$ cat config.mk
export PLATFORM = sky130hd
export DESIGN_NAME = fwd_operand_unit
export DESIGN_NICKNAME = d
export VERILOG_FILES = /design/src/rtl/fwd_pkg.sv /design/src/rtl/fwd_match.sv /design/src/rtl/fwd_operand_unit.sv
export SDC_FILE = /design/constraint.sdc
export NUM_CORES = 1
export LEC_CHECK = 0
export BUFFER_PORTS_ARGS = -buffer_cell sky130_fd_sc_hd__buf_4
export CORE_MARGIN = 2
export CORE_UTILIZATION = 55
export DETAILED_ROUTE_END_ITERATION = 10
export MAX_ROUTING_LAYER = met4
export PLACE_DENSITY = 0.91
export SYNTH_ARGS = -nofsm -noshare
export SYNTH_HDL_FRONTEND = slang
export SYNTH_SLANG_ARGS = --single-unit
$ cat constraint.sdc
create_clock -name Clk -period 2.8 [get_ports Clk]
set_input_delay 0 -clock Clk [delete_from_list [all_inputs] [get_ports Clk]]
set_output_delay 0 -clock Clk [all_outputs]
set_load 0.03 [all_outputs]
$ cat src/rtl/fwd_pkg.sv
// fwd_pkg: shared definitions for the operand-forwarding unit.
//   FWD_SEL_RF       select code meaning "use the register-file value"
//   fwdEntryFlags_t  status part of one history entry (valid, pending)
//   fwdSelWidth()    width of a select code for a given history depth
//   fwdSatAdd32()    32-bit saturating add used by the statistics counters
package fwd_pkg;

  localparam int FWD_SEL_RF = 0;

  // Status flags of a history entry; address and data widths are set by the
  // instantiating module and wrapped around this struct there.
  typedef struct packed {
    logic valid;
    logic pending;
  } fwdEntryFlags_t;

  // Select codes span 0 (register file) plus one code per history entry.
  function automatic int fwdSelWidth(input int depth);
    return $clog2(depth + 1);
  endfunction

  // Add and clamp at the all-ones value instead of wrapping.
  function automatic logic [31:0] fwdSatAdd32(input logic [31:0] a, input logic [31:0] b);
    logic [32:0] sum;
    sum = {1'b0, a} + {1'b0, b};
    return sum[32] ? 32'hFFFF_FFFF : sum[31:0];
  endfunction

endpackage

$ cat src/rtl/fwd_match.sv
// fwd_match: priority lookup of one source register against the write history.
//   rsAddr       source register address
//   histValid    per-entry valid flags (entry 0 youngest)
//   histPending  per-entry "result not yet available" flags
//   histAddr     per-entry destination addresses, entry i at [i*REG_AW +: REG_AW]
//   histData     per-entry result data, entry i at [i*DATA_W +: DATA_W]
//   rfData       register-file value used when nothing matches
//   sel          0 = register file, i+1 = history entry i
//   data         selected operand value
//   pending      selected producer has not delivered its result yet
module fwd_match
  import fwd_pkg::*;
#(
  parameter int DATA_W = 32,
  parameter int REG_AW = 5,
  parameter int DEPTH  = 3,
  parameter int SEL_W  = fwdSelWidth(DEPTH)
) (
  input  logic [REG_AW-1:0]       rsAddr,
  input  logic [DEPTH-1:0]        histValid,
  input  logic [DEPTH-1:0]        histPending,
  input  logic [DEPTH*REG_AW-1:0] histAddr,
  input  logic [DEPTH*DATA_W-1:0] histData,
  input  logic [DATA_W-1:0]       rfData,
  output logic [SEL_W-1:0]        sel,
  output logic [DATA_W-1:0]       data,
  output logic                    pending
);

  logic [DEPTH-1:0] hit_s;

  // Per-entry address compare; register 0 is hard-wired and never forwarded.
  always_comb begin
    hit_s = {DEPTH{1'b0}};
    for (int i = 0; i < DEPTH; i++) begin
      hit_s[i] = histValid[i] && (histAddr[i*REG_AW +: REG_AW] == rsAddr) &&
                 (rsAddr != {REG_AW{1'b0}});
    end
  end

  // Scan oldest to youngest so the youngest hit is the last one to override.
  always_comb begin
    sel     = SEL_W'(FWD_SEL_RF);
    data    = rfData;
    pending = 1'b0;
    for (int i = DEPTH - 1; i >= 0; i--) begin
      sel     = hit_s[i] ? SEL_W'(i + 1) : sel;
      data    = hit_s[i] ? histData[i*DATA_W +: DATA_W] : data;
      pending = hit_s[i] ? histPending[i] : pending;
    end
  end

endmodule

$ cat src/rtl/fwd_operand_unit.sv
// fwd_operand_unit: parametrised operand forwarding between register-file read
// and the ALU inputs. Keeps the last DEPTH register writes in a shift history,
// picks the youngest matching producer per operand and registers the result.
//   Clk, Rst_n         clock, asynchronous active-low reset
//   advance            pipeline advance; history shift and output update
//   flush              invalidate every history entry on the next edge
//   wr_*               write of the instruction entering stage 0
//   fill_valid/_data   late (load) data for history entry 1
//   rs_addr, rf_data   per-operand source addresses and register-file values
//   op_out, fwd_sel    registered operands and their select codes
//   stall              combinational load-use hazard
// Optional build macro FWD_STATS_EN adds saturating fwd_count / stall_count.
module fwd_operand_unit
  import fwd_pkg::*;
#(
  parameter int   DATA_W  = 32,
  parameter int   REG_AW  = 5,
  parameter int   DEPTH   = 3,
  parameter int   NUM_OPS = 2,
  localparam int  SEL_W   = fwdSelWidth(DEPTH)
) (
  input  logic                       Clk,
  input  logic                       Rst_n,
  input  logic                       advance,
  input  logic                       flush,
  input  logic                       wr_valid,
  input  logic [REG_AW-1:0]          wr_addr,
  input  logic [DATA_W-1:0]          wr_data,
  input  logic                       wr_pending,
  input  logic                       fill_valid,
  input  logic [DATA_W-1:0]          fill_data,
  input  logic [NUM_OPS*REG_AW-1:0]  rs_addr,
  input  logic [NUM_OPS*DATA_W-1:0]  rf_data,
  output logic [NUM_OPS*DATA_W-1:0]  op_out,
  output logic [NUM_OPS*SEL_W-1:0]   fwd_sel,
`ifdef FWD_STATS_EN
  output logic [31:0]                fwd_count,
  output logic [31:0]                stall_count,
`endif
  output logic                       stall
);

  typedef struct packed {
    fwdEntryFlags_t      flags;
    logic [REG_AW-1:0]   addr;
    logic [DATA_W-1:0]   data;
  } histEntry_t;

  histEntry_t hist_r     [DEPTH];
  histEntry_t eff_s      [DEPTH];
  histEntry_t histNext_s [DEPTH];
  histEntry_t newEntry_s;

  logic [DEPTH-1:0]          effValid_s;
  logic [DEPTH-1:0]          effPending_s;
  logic [DEPTH*REG_AW-1:0]   effAddr_s;
  logic [DEPTH*DATA_W-1:0]   effData_s;

  logic [NUM_OPS*SEL_W-1:0]  selNext_s;
  logic [NUM_OPS*DATA_W-1:0] opNext_s;
  logic [NUM_OPS-1:0]        opPending_s;

  // Late load data patches entry 1 before lookup and before any shift.
  always_comb begin
    for (int i = 0; i < DEPTH; i++) begin
      eff_s[i] = hist_r[i];
    end
    if (fill_valid) begin
      eff_s[1].data          = fill_data;
      eff_s[1].flags.pending = 1'b0;
    end else begin
      eff_s[1] = hist_r[1];
    end
  end

  // Flatten the patched history for the per-operand matchers.
  always_comb begin
    effValid_s   = {DEPTH{1'b0}};
    effPending_s = {DEPTH{1'b0}};
    effAddr_s    = {(DEPTH*REG_AW){1'b0}};
    effData_s    = {(DEPTH*DATA_W){1'b0}};
    for (int i = 0; i < DEPTH; i++) begin
      effValid_s[i]                  = eff_s[i].flags.valid;
      effPending_s[i]                = eff_s[i].flags.pending;
      effAddr_s[i*REG_AW +: REG_AW]  = eff_s[i].addr;
      effData_s[i*DATA_W +: DATA_W]  = eff_s[i].data;
    end
  end

  for (genvar k = 0; k < NUM_OPS; k++) begin : g_match
    fwd_match #(
      .DATA_W (DATA_W),
      .REG_AW (REG_AW),
      .DEPTH  (DEPTH),
      .SEL_W  (SEL_W)
    ) u_match (
      .rsAddr      (rs_addr[k*REG_AW +: REG_AW]),
      .histValid   (effValid_s),
      .histPending (effPending_s),
      .histAddr    (effAddr_s),
      .histData    (effData_s),
      .rfData      (rf_data[k*DATA_W +: DATA_W]),
      .sel         (selNext_s[k*SEL_W +: SEL_W]),
      .data        (opNext_s[k*DATA_W +: DATA_W]),
      .pending     (opPending_s[k])
    );
  end

  assign stall = |opPending_s;

  // Stage-0 entry: a stall or flush inserts a bubble instead of the new write.
  always_comb begin
    newEntry_s.flags.valid   = wr_valid && !stall && !flush;
    newEntry_s.flags.pending = wr_pending && wr_valid;
    newEntry_s.addr          = wr_addr;
    newEntry_s.data          = wr_data;
  end

  // Next history: shift on advance, otherwise hold (fill still lands), flush clears valid.
  always_comb begin
    for (int i = 0; i < DEPTH; i++) begin
      histNext_s[i] = eff_s[i];
    end
    if (advance) begin
      histNext_s[0] = newEntry_s;
      for (int i = 1; i < DEPTH; i++) begin
        histNext_s[i] = eff_s[i-1];
      end
    end else begin
      for (int i = 0; i < DEPTH; i++) begin
        histNext_s[i] = eff_s[i];
      end
    end
    for (int i = 0; i < DEPTH; i++) begin
      histNext_s[i].flags.valid = histNext_s[i].flags.valid && !flush;
    end
  end

  // History register.
  always_ff @(posedge Clk or negedge Rst_n) begin
    if (!Rst_n) begin
      for (int i = 0; i < DEPTH; i++) begin
        hist_r[i] <= '0;
      end
    end else begin
      for (int i = 0; i < DEPTH; i++) begin
        hist_r[i] <= histNext_s[i];
      end
    end
  end

  // Operand/select outputs update only on a clean advance; stall and flush hold them.
  always_ff @(posedge Clk or negedge Rst_n) begin
    if (!Rst_n) begin
      op_out  <= {(NUM_OPS*DATA_W){1'b0}};
      fwd_sel <= {(NUM_OPS*SEL_W){1'b0}};
    end else if (advance && !stall && !flush) begin
      op_out  <= opNext_s;
      fwd_sel <= selNext_s;
    end else begin
      op_out  <= op_out;
      fwd_sel <= fwd_sel;
    end
  end

`ifdef FWD_STATS_EN
  logic [31:0] fwdOps_s;

  // Number of operands taken from the history this cycle.
  always_comb begin
    fwdOps_s = 32'd0;
    for (int k = 0; k < NUM_OPS; k++) begin
      fwdOps_s = fwdOps_s + {31'd0, (selNext_s[k*SEL_W +: SEL_W] != {SEL_W{1'b0}})};
    end
  end

  // Saturating statistics counters; only reset clears them.
  always_ff @(posedge Clk or negedge Rst_n) begin
    if (!Rst_n) begin
      fwd_count   <= 32'd0;
      stall_count <= 32'd0;
    end else if (advance && !stall) begin
      fwd_count   <= fwdSatAdd32(fwd_count, fwdOps_s);
      stall_count <= stall_count;
    end else if (advance && stall) begin
      fwd_count   <= fwd_count;
      stall_count <= fwdSatAdd32(stall_count, 32'd1);
    end else begin
      fwd_count   <= fwd_count;
      stall_count <= stall_count;
    end
  end
`endif

endmodule

Word level (Yosys, flattened, before mapping)
Cells that the tools add are included.
{ "word_totals": {"register_bits": 185, "out_inout_bits": 69, "wordCells": 66, "input_bits": 150} }
{ "classes": {"n_eq_ne": 6, "mux": 21, "reduce_logical": 25} }
{ "ops": {"columns": ["operator", "count"], "rows": [
  ["32-bit 2-to-1 mux", 7],
  ["117-bit 2-to-1 mux", 1],
  ["5-bit equality test", 6],
  ["1-bit logical AND", 20],
  ["2-bit 2-to-1 mux", 6],
  ["5-bit nonzero test", 2],
  ["1-bit 2-to-1 mux", 7],
  ["1-bit zero test", 2],
  ["2-bit OR reduction", 1]
]} }

Longest topological paths before layout
Gate-level depths: netlist (run 1).
{ "depth": {"depth_word": 12, "depth_mapped": 10, "mapped_depth_nobuf": 7} }

By module
Synthesis (run 1) repeated with hierarchy kept, for this count alone.
{ "unflattened": {"cells_unflattened": 879, "hier_area_um2": 10213.5} }
{ "modules_own_cells": {"columns": ["mod", "n_inst", "seq_area_each_um2", "area_each_um2", "cells_each"], "rows": [
  ["fwd_operand_unit", 1, 4629.4, 7258.2, 435],
  ["fwd_match", 2, 0.0, 1477.7, 222]
]} }

Worst setup path before layout (run 1)
OpenSTA, ideal clock, no wires.
{ "synth_path": {"path_kind": "flip-flop to flip-flop", "start": "register hist_r (netlist bit effAddr_s[2])", "end": "register op_out[46]", "setup_slack_ns": 0.487, "required_time_ns": 2.675, "t_arrival_ns": 2.188, "stages_incl_launch_ff": 10, "period_less_slack_ns": 2.313, "path_buffers": 2, "cell_sequence": "dfrtp_1 xnor2_1 nand4_1 nor4_1 nor3_1 o21ai_2 nand4_2 buf_2 buf_6 mux2_4"} }
{ "synth_via": {"elab_chain_len": 8} }
{ "synth_rtl": {"columns": ["item", "line", "source"], "rows": [
  ["start, declared", "fwd_operand_unit.sv:49", "histEntry_t hist_r [DEPTH];"],
  ["start signal, assigned by index", "fwd_operand_unit.sv:147", "hist_r[i] <= histNext_s[i];"],
  ["5-bit equality test", "fwd_match.sv:36", "hit_s[i] = histValid[i] && (histAddr[i*REG_AW +: REG_AW] == rsAddr) &&"],
  ["1-bit logical AND (2 in a row)", "fwd_match.sv:36", null],
  ["1-bit 2-to-1 mux", "fwd_match.sv:49", "pending = hit_s[i] ? histPending[i] : pending;"],
  ["2-bit OR reduction", "fwd_operand_unit.sv:109", "assign stall = |opPending_s;"],
  ["1-bit zero test", "fwd_operand_unit.sv:157", "end else if (advance && !stall && !flush) begin"],
  ["1-bit logical AND (2 in a row)", "fwd_operand_unit.sv:157", null],
  ["end signal, assigned", "fwd_operand_unit.sv:155", "op_out <= {(NUM_OPS*DATA_W){1'b0}};"],
  ["end signal, assigned", "fwd_operand_unit.sv:158", "op_out <= opNext_s;"],
  ["end signal, assigned", "fwd_operand_unit.sv:161", "op_out <= op_out;"],
  ["end, declared", "fwd_operand_unit.sv:34", "output logic [NUM_OPS*DATA_W-1:0] op_out,"]
]} }
Parallel ways exist; a longest one is shown, timed or not.
A chain may end at the register's enable or synchronous reset.

Final worst setup path (run 1)
{ "layout_path": {"start": "register hist_r (netlist bit effAddr_s[13])", "end": "register op_out[21]"} }
{ "layout_via": {"elab_chain_len": 10} }
{ "layout_rtl": {"columns": ["item", "line"], "rows": [
  ["5-bit equality test", "fwd_match.sv:36"],
  ["1-bit logical AND (2 in a row)", "fwd_match.sv:36"],
  ["1-bit 2-to-1 mux (3 in a row)", "fwd_match.sv:49"],
  ["2-bit OR reduction", "fwd_operand_unit.sv:109"],
  ["1-bit zero test", "fwd_operand_unit.sv:157"],
  ["1-bit logical AND (2 in a row)", "fwd_operand_unit.sv:157"]
]} }
Parallel ways exist; a longest one is shown, timed or not.

==> results of run 1 <==
-- routing by layer --
metal  part of all wire (%)  routed length, um
met5                      0                  0
met4                    4.6               1350
met3                    8.8               2580
met2                     50              14600
met1                     37              10700
-- flip-flops by register name, summed over array words and instances, names as in the netlist --
name,cells
effAddr_s,15
effData_s,64
effPending_s,2
effValid_s,3
fwd_sel,4
hist_r,33
op_out,64
-- logic make-up (layout without fill, tap and decap cells) --
kind of cell,after synthesis,count (layout),share of synthesized area [%]
flops,185,185,48.9
simple gates,292,292,13.1
buf+inv,109,390,4.57
compound gates,201,201,13.2
xor+xnor,30,30,2.77
mux,151,151,17.5
-- cell type report --
class / instances / area share, %
sequential: 185 / 36.3
multi-input combinational: 674 / 34.9
timing repair buffer: 322 / 20.9
clock buffer: 23 / 3.82
tap: 220 / 2.16
inverter: 36 / 1.06
clock inverter: 9 / 0.892
-- metrics by stage --
step	hold WS, ps	setup slack [ps]	cells	utilization (%)	instance area (um^2)
after floorplan	-296	487	968	-	9470
after global placement	133	421	1356	68.0	11400
after detailed placement	148	308	1356	68.0	11400
after CTS	22.0	201	1469	76.4	12800
after global routing	45.6	43.7	1469	76.4	12800
final	31.9	113	1469	76.4	12800
-- power breakdown --
group          internal, mW  switching, mW  leakage, nW
clock                  1.42           1.04        0.286
sequential             3.02          0.248         2.19
combinational         0.803          0.877         3.73
total                  5.24           2.17         6.21
-- worst paths after layout --
path,to,slack [ps],cells after the start
setup / recovery,op_out[21],110,8
hold / removal,op_out[41],30,5
setup reg to reg,op_out[21],110,8
hold reg to reg,op_out[16],510,1
max in group asynchronous,effData_s[79],1810,3
min in group asynchronous,effAddr_s[12],210,2
-- cell usage in the layout, fill, tap and decap left out, drive strengths merged --
cell	synthesis	routed
a21oi	100	100
a22o	64	64
buf	22	240
bufinv	0	2
clkbuf	51	24
clkinv	0	3
clkinvlp	0	3
dfrtp	185	185
dlygate4sd3	0	81
inv	36	37
mux2	83	83
mux2i	68	68
nand2	166	166
nand3	66	66
nand4	7	7
nor2	37	37
nor2b	2	2
nor3	6	6
nor4	2	2
o21ai	36	36
o22ai	1	1
or3	4	4
or4	2	2
xnor2	26	26
xor2	4	4
-- critical path, cell delays in order (launching register included) --
cell and delay, ps:
dfrtp_1 420, xnor2_1 200, nand4_1 180, or3_2 510, nor3_1 340, o21ai_2 140
nand4_4 120, buf_12 250, mux2_2 370
==> flow_summary.yaml, run 1 <==
sta:
  setup_violations: 0
  period_share_pct: 96.0
  hold_violations: 0
  max_slew.worst_pin.slew_ps: 866
  slew_headroom_pct: 42.3
  rsz0062_at_grt: "no"
  fin_setup_tns_ps: 0
  fin_crit_ps: 2690
  drv_slew: 0
  fin_skew_ps: 9.06
  max_freq_ghz: 0.372
cells_and_area:
  multiInputGateArea_um2: 4450
  area_delta_synth_final_pct: 34.8
  layout.nets: 1386
  fillers: 1078
  drive_gt1_share_pct: 29.4
  register_area_um2: 4630
  antenna_cells: 0
setup_path:
  critPathLaunch: "effAddr_s[13]"
  start_kind: "flip-flop"
  arrival_ps: 2990
  critical_path_class: "flip-flop to flip-flop"
  worstPathMaxFanout: 35
  cp.required_ps: 3110
  r2r_start: "effAddr_s[13]"
  end_kind: "flip-flop"
grt:
  grtUsageMet3_pct: 6.62
  grt_max_degree: 100
  grt.overflow.total: 0
  grt_first_pass_wirelength_um: 46100
  antenna_found_initial: 0
  grt_pass1_vias: 9220
  grt.busiest_layer: "met2"
  grt_util_met1_pct: 38.9
  use_met2_pct: 54.5
  grt_usage_pct: 33.4
pwr:
  ir_worst_vdd_mv: 0.446
  cellLeakagePower_nw: 6.21
  power_density_nw_per_um2: 580
  finalPower_mw: 7.41
detailed_routing:
  via_per_inst: 6.05
  wl_um: 29200
  first_pass_iters: 7
  wl_per_cell_um: 19.9
  drtIter0Drc: 924
  vias: 8892
  antenna_left: 0
  drc: 0
cts:
  clockRootBuffer: "clkbuf_16"
  post_cts_buffers: 0
  cts_inserted_buffers: 17
  htree_num_levels: 4
  clockBufferDepth: 2
  cts.clk_slew.worst_paths_ps: 70
  tritoncts: "done"
  clkLatencyLatePin_ps: 430
  clock_sinks: 185
  ctsResizeCount: 0
  cts_hold_buffers: 81
place:
  dp_hpwl_um: 17500
  globalplace.congestion: 0.885
  io_buffers: 218
yosys:
  ys.flop_type: "dfrtp_1"
  synth.area.top_cells: "dfrtp_1 (49%), mux2_2 (8.7%), mux2i_1 (7.2%)"
  syn_nets: 1118
  synth_commonest_cells: "dfrtp_1 (185), nand2_1 (166), a21oi_1 (100)"
  async_flop_share_pct: 100
  syn_avg_cell_area_um2: 9.78
  yosysMostFrequentCell: "dfrtp_1"
  synthesis.area_um2: 9470
  ys_ff_latch: 185
  synth_cells: 968
  ys_seq_area_share_pct: 48.9
  synth_edf_count: 0
  synth_cell_types: 27
  synth_warnings: 0
  synth_top_area_share_pct: 48.9
  synth_top_area_cell: "dfrtp_1"
die:
  start_util_pct: 56.7
  dieArea_um2: 18300
  num_rows: 47
  coreArea_um2: 16700
  ios: 219
  fp.dieH_um: 135
  die_w_um: 135
flow_run:
  drv_cap: 0
worst_hold_path:
  min-delay-start: "rf_data[41]"
  hold_path.class: "primary input to flip-flop"
run_status:
  status: "finished clean"
Power figures use the tool's default switching activity.
==> run 2: changes to the inputs <==
==> constraint.sdc (replaced) <==
create_clock -name Clk -period 2.96 [get_ports Clk]
set_input_delay 0 -clock Clk [delete_from_list [all_inputs] [get_ports Clk]]
set_output_delay 0 -clock Clk [all_outputs]
set_load 0.03 [all_outputs]
==> flow_summary.yaml, run 2 (synthesized netlist as in run 1, its figures left out) <==
sta:
  fin_skew_ps: 8.88
  rsz0062_at_grt: "no"
  period_share_pct: 87.3
  drv_slew: 0
  hold_violations: 0
  fin_setup_tns_ps: 0
  worst_slack_ps: 376
  fin_crit_ps: 2580
  slew_headroom_pct: 28.1
  setup_violations: 0
  holdWs_ps: 33.0
  max_freq_ghz: 0.387
  max_slew.worst_pin.slew_ps: 1080
pwr:
  swShare_pct: 28.4
  power_density_nw_per_um2: 557
  ir_worst_vdd_mv: 0.417
  finalPower_mw: 7.08
  p_sw_mw: 2.01
  cellLeakagePower_nw: 6.19
  power_frac_comb_pct: 22.3
  power.share.clock_pct: 34.0
  p_seq_share_pct: 43.7
  p_int_mw: 5.07
worst_hold_path:
  hold_end: "op_out[59]"
  hold-path-cell-count: 5
  min-delay-start: "rf_data[59]"
  hold_path.class: "primary input to flip-flop"
detailed_routing:
  drtIter0Drc: 802
  first_pass_iters: 5
  via_per_inst: 6.08
  wl_per_cell_um: 20.0
  antenna_left: 0
  vias: 8879
  wl_um: 29200
  drc: 0
setup_path:
  start_kind: "flip-flop"
  reg2reg_slack_ps: 380
  max_stage_delay_ps: 500
  critical_path_class: "flip-flop to flip-flop"
  arrival_ps: 2880
  r2r-end: "op_out[22]"
  r2r_start: "effAddr_s[3]"
  slowest_stage: "nor4_2"
  path_cells: "xnor2_1 -> nand4_1 -> nor4_2 -> o21ai_0 -> nand4_4 -> buf_12 -> mux2_2"
  critPathLaunch: "effAddr_s[3]"
  ff2ff_path_depth: 7
  worstPathMaxFanout: 35
  end_kind: "flip-flop"
  cp.required_ps: 3260
die:
  die_w_um: 135
  num_rows: 47
  dieArea_um2: 18300
  coreArea_um2: 16700
  ios: 219
  fp.dieH_um: 135
  start_util_pct: 56.7
grt:
  grt_usage_pct: 33.3
  grt.overflow.total: 0
  antenna_found_initial: 1
  grt_max_degree: 97
  grt_pass1_vias: 9381
  grt_first_pass_wirelength_um: 46200
cts:
  cts_hold_buffers: 73
  tritoncts: "done"
  htree_num_levels: 4
  cts.clk_slew.worst_paths_ps: 70
  clock_sinks: 185
  clockBufferDepth: 2
  cts_inserted_buffers: 17
  ctsResizeCount: 0
  clockRootBuffer: "clkbuf_16"
  post_cts_buffers: 0
  clkLatencyLatePin_ps: 420
place:
  pre_cts_ws_ps: 530
  io_buffers: 218
  globalplace.congestion: 0.856
  dp_hpwl_um: 17300
cells_and_area:
  drive_gt1_share_pct: 29.5
  fillers: 1038
  final_cell_mix: "buf_4 (235), dfrtp_1 (185), nand2_1 (166), a21oi_1 (100)"
  area_delta_synth_final_pct: 34.1
  layout.nets: 1377
  final_common_cell: "buf_4"
run_status:
  status: "finished clean"
flow_run:
  drv_cap: 0
## run 2: cell count changes in the layout (fill, tap and decap cells not counted), sizes merged
cell	delta
dlygate4sd3	-8
clkbuf	+2
clkinv	-2
diode	+2
buf	-1
bufinv	+1
clkinvlp	-1
inv	-1
## run 2: per-layer routing
| layer | share of wire (%) | vias up | track usage [%] |
|---|---|---|---|
| li1 | - | 3875 | - |
| met1 | 36 | 4267 | 38.4 |
| met2 | 49 | 582 | 54.1 |
| met3 | 9.2 | 155 | 7.11 |
| met4 | 5.1 | 0 | 19.2 |
| met5 | 0 | - | - |
## run 2: metrics by stage
stage | util (%) | cells | cell area (um^2)
after floorplan | - | 968 | 9470
after global routing | 76.1 | 1460 | 12700
after detailed placement | 67.9 | 1355 | 11300
after CTS | 76.0 | 1459 | 12700
final | 76.1 | 1461 | 12700
after global placement | 67.9 | 1355 | 11300
## run 2: how the worst max path moves through the flow
stage / end / slack (ps) / depth (start not counted)
CTS: op_out[19] / 460 / 7
floorplan: op_out[46] / 650 / 9
global route: op_out[22] / 260 / 7
global placement: op_out[18] / 550 / 7
finish: op_out[22] / 380 / 7
detailed placement: op_out[47] / 530 / 8
## run 2: cell type report
class,instances,area [um^2],area share [%]
Antenna cell,2,5.00,0.0394
Clock buffer,25,515,4.06
Clock inverter,6,110,0.867
Inverter,36,135,1.06
Multi-Input combinational cell,674,4450,35.1
Sequential cell,185,4630,36.4
Tap cell,220,275,2.17
Timing Repair Buffer,313,2580,20.3
## run 2: critical path: cells and delay by family (launching register included)
kind	cells	cell delay (ps)
compound gates	1	300
xor+xnor	1	180
buf+inv	1	230
flops	1	440
mux	1	410
simple gates	3	850
## run 2: power groups by stage
stage               sequential (mW)  clock, mW  combinational [mW]
floorplan                      3.35          0               0.606
global placement               3.11          0                1.43
detailed placement             3.12          0                1.47
CTS                            3.08       2.42                1.56
global route                   3.12       2.53                1.68
finish                         3.09       2.40                1.58
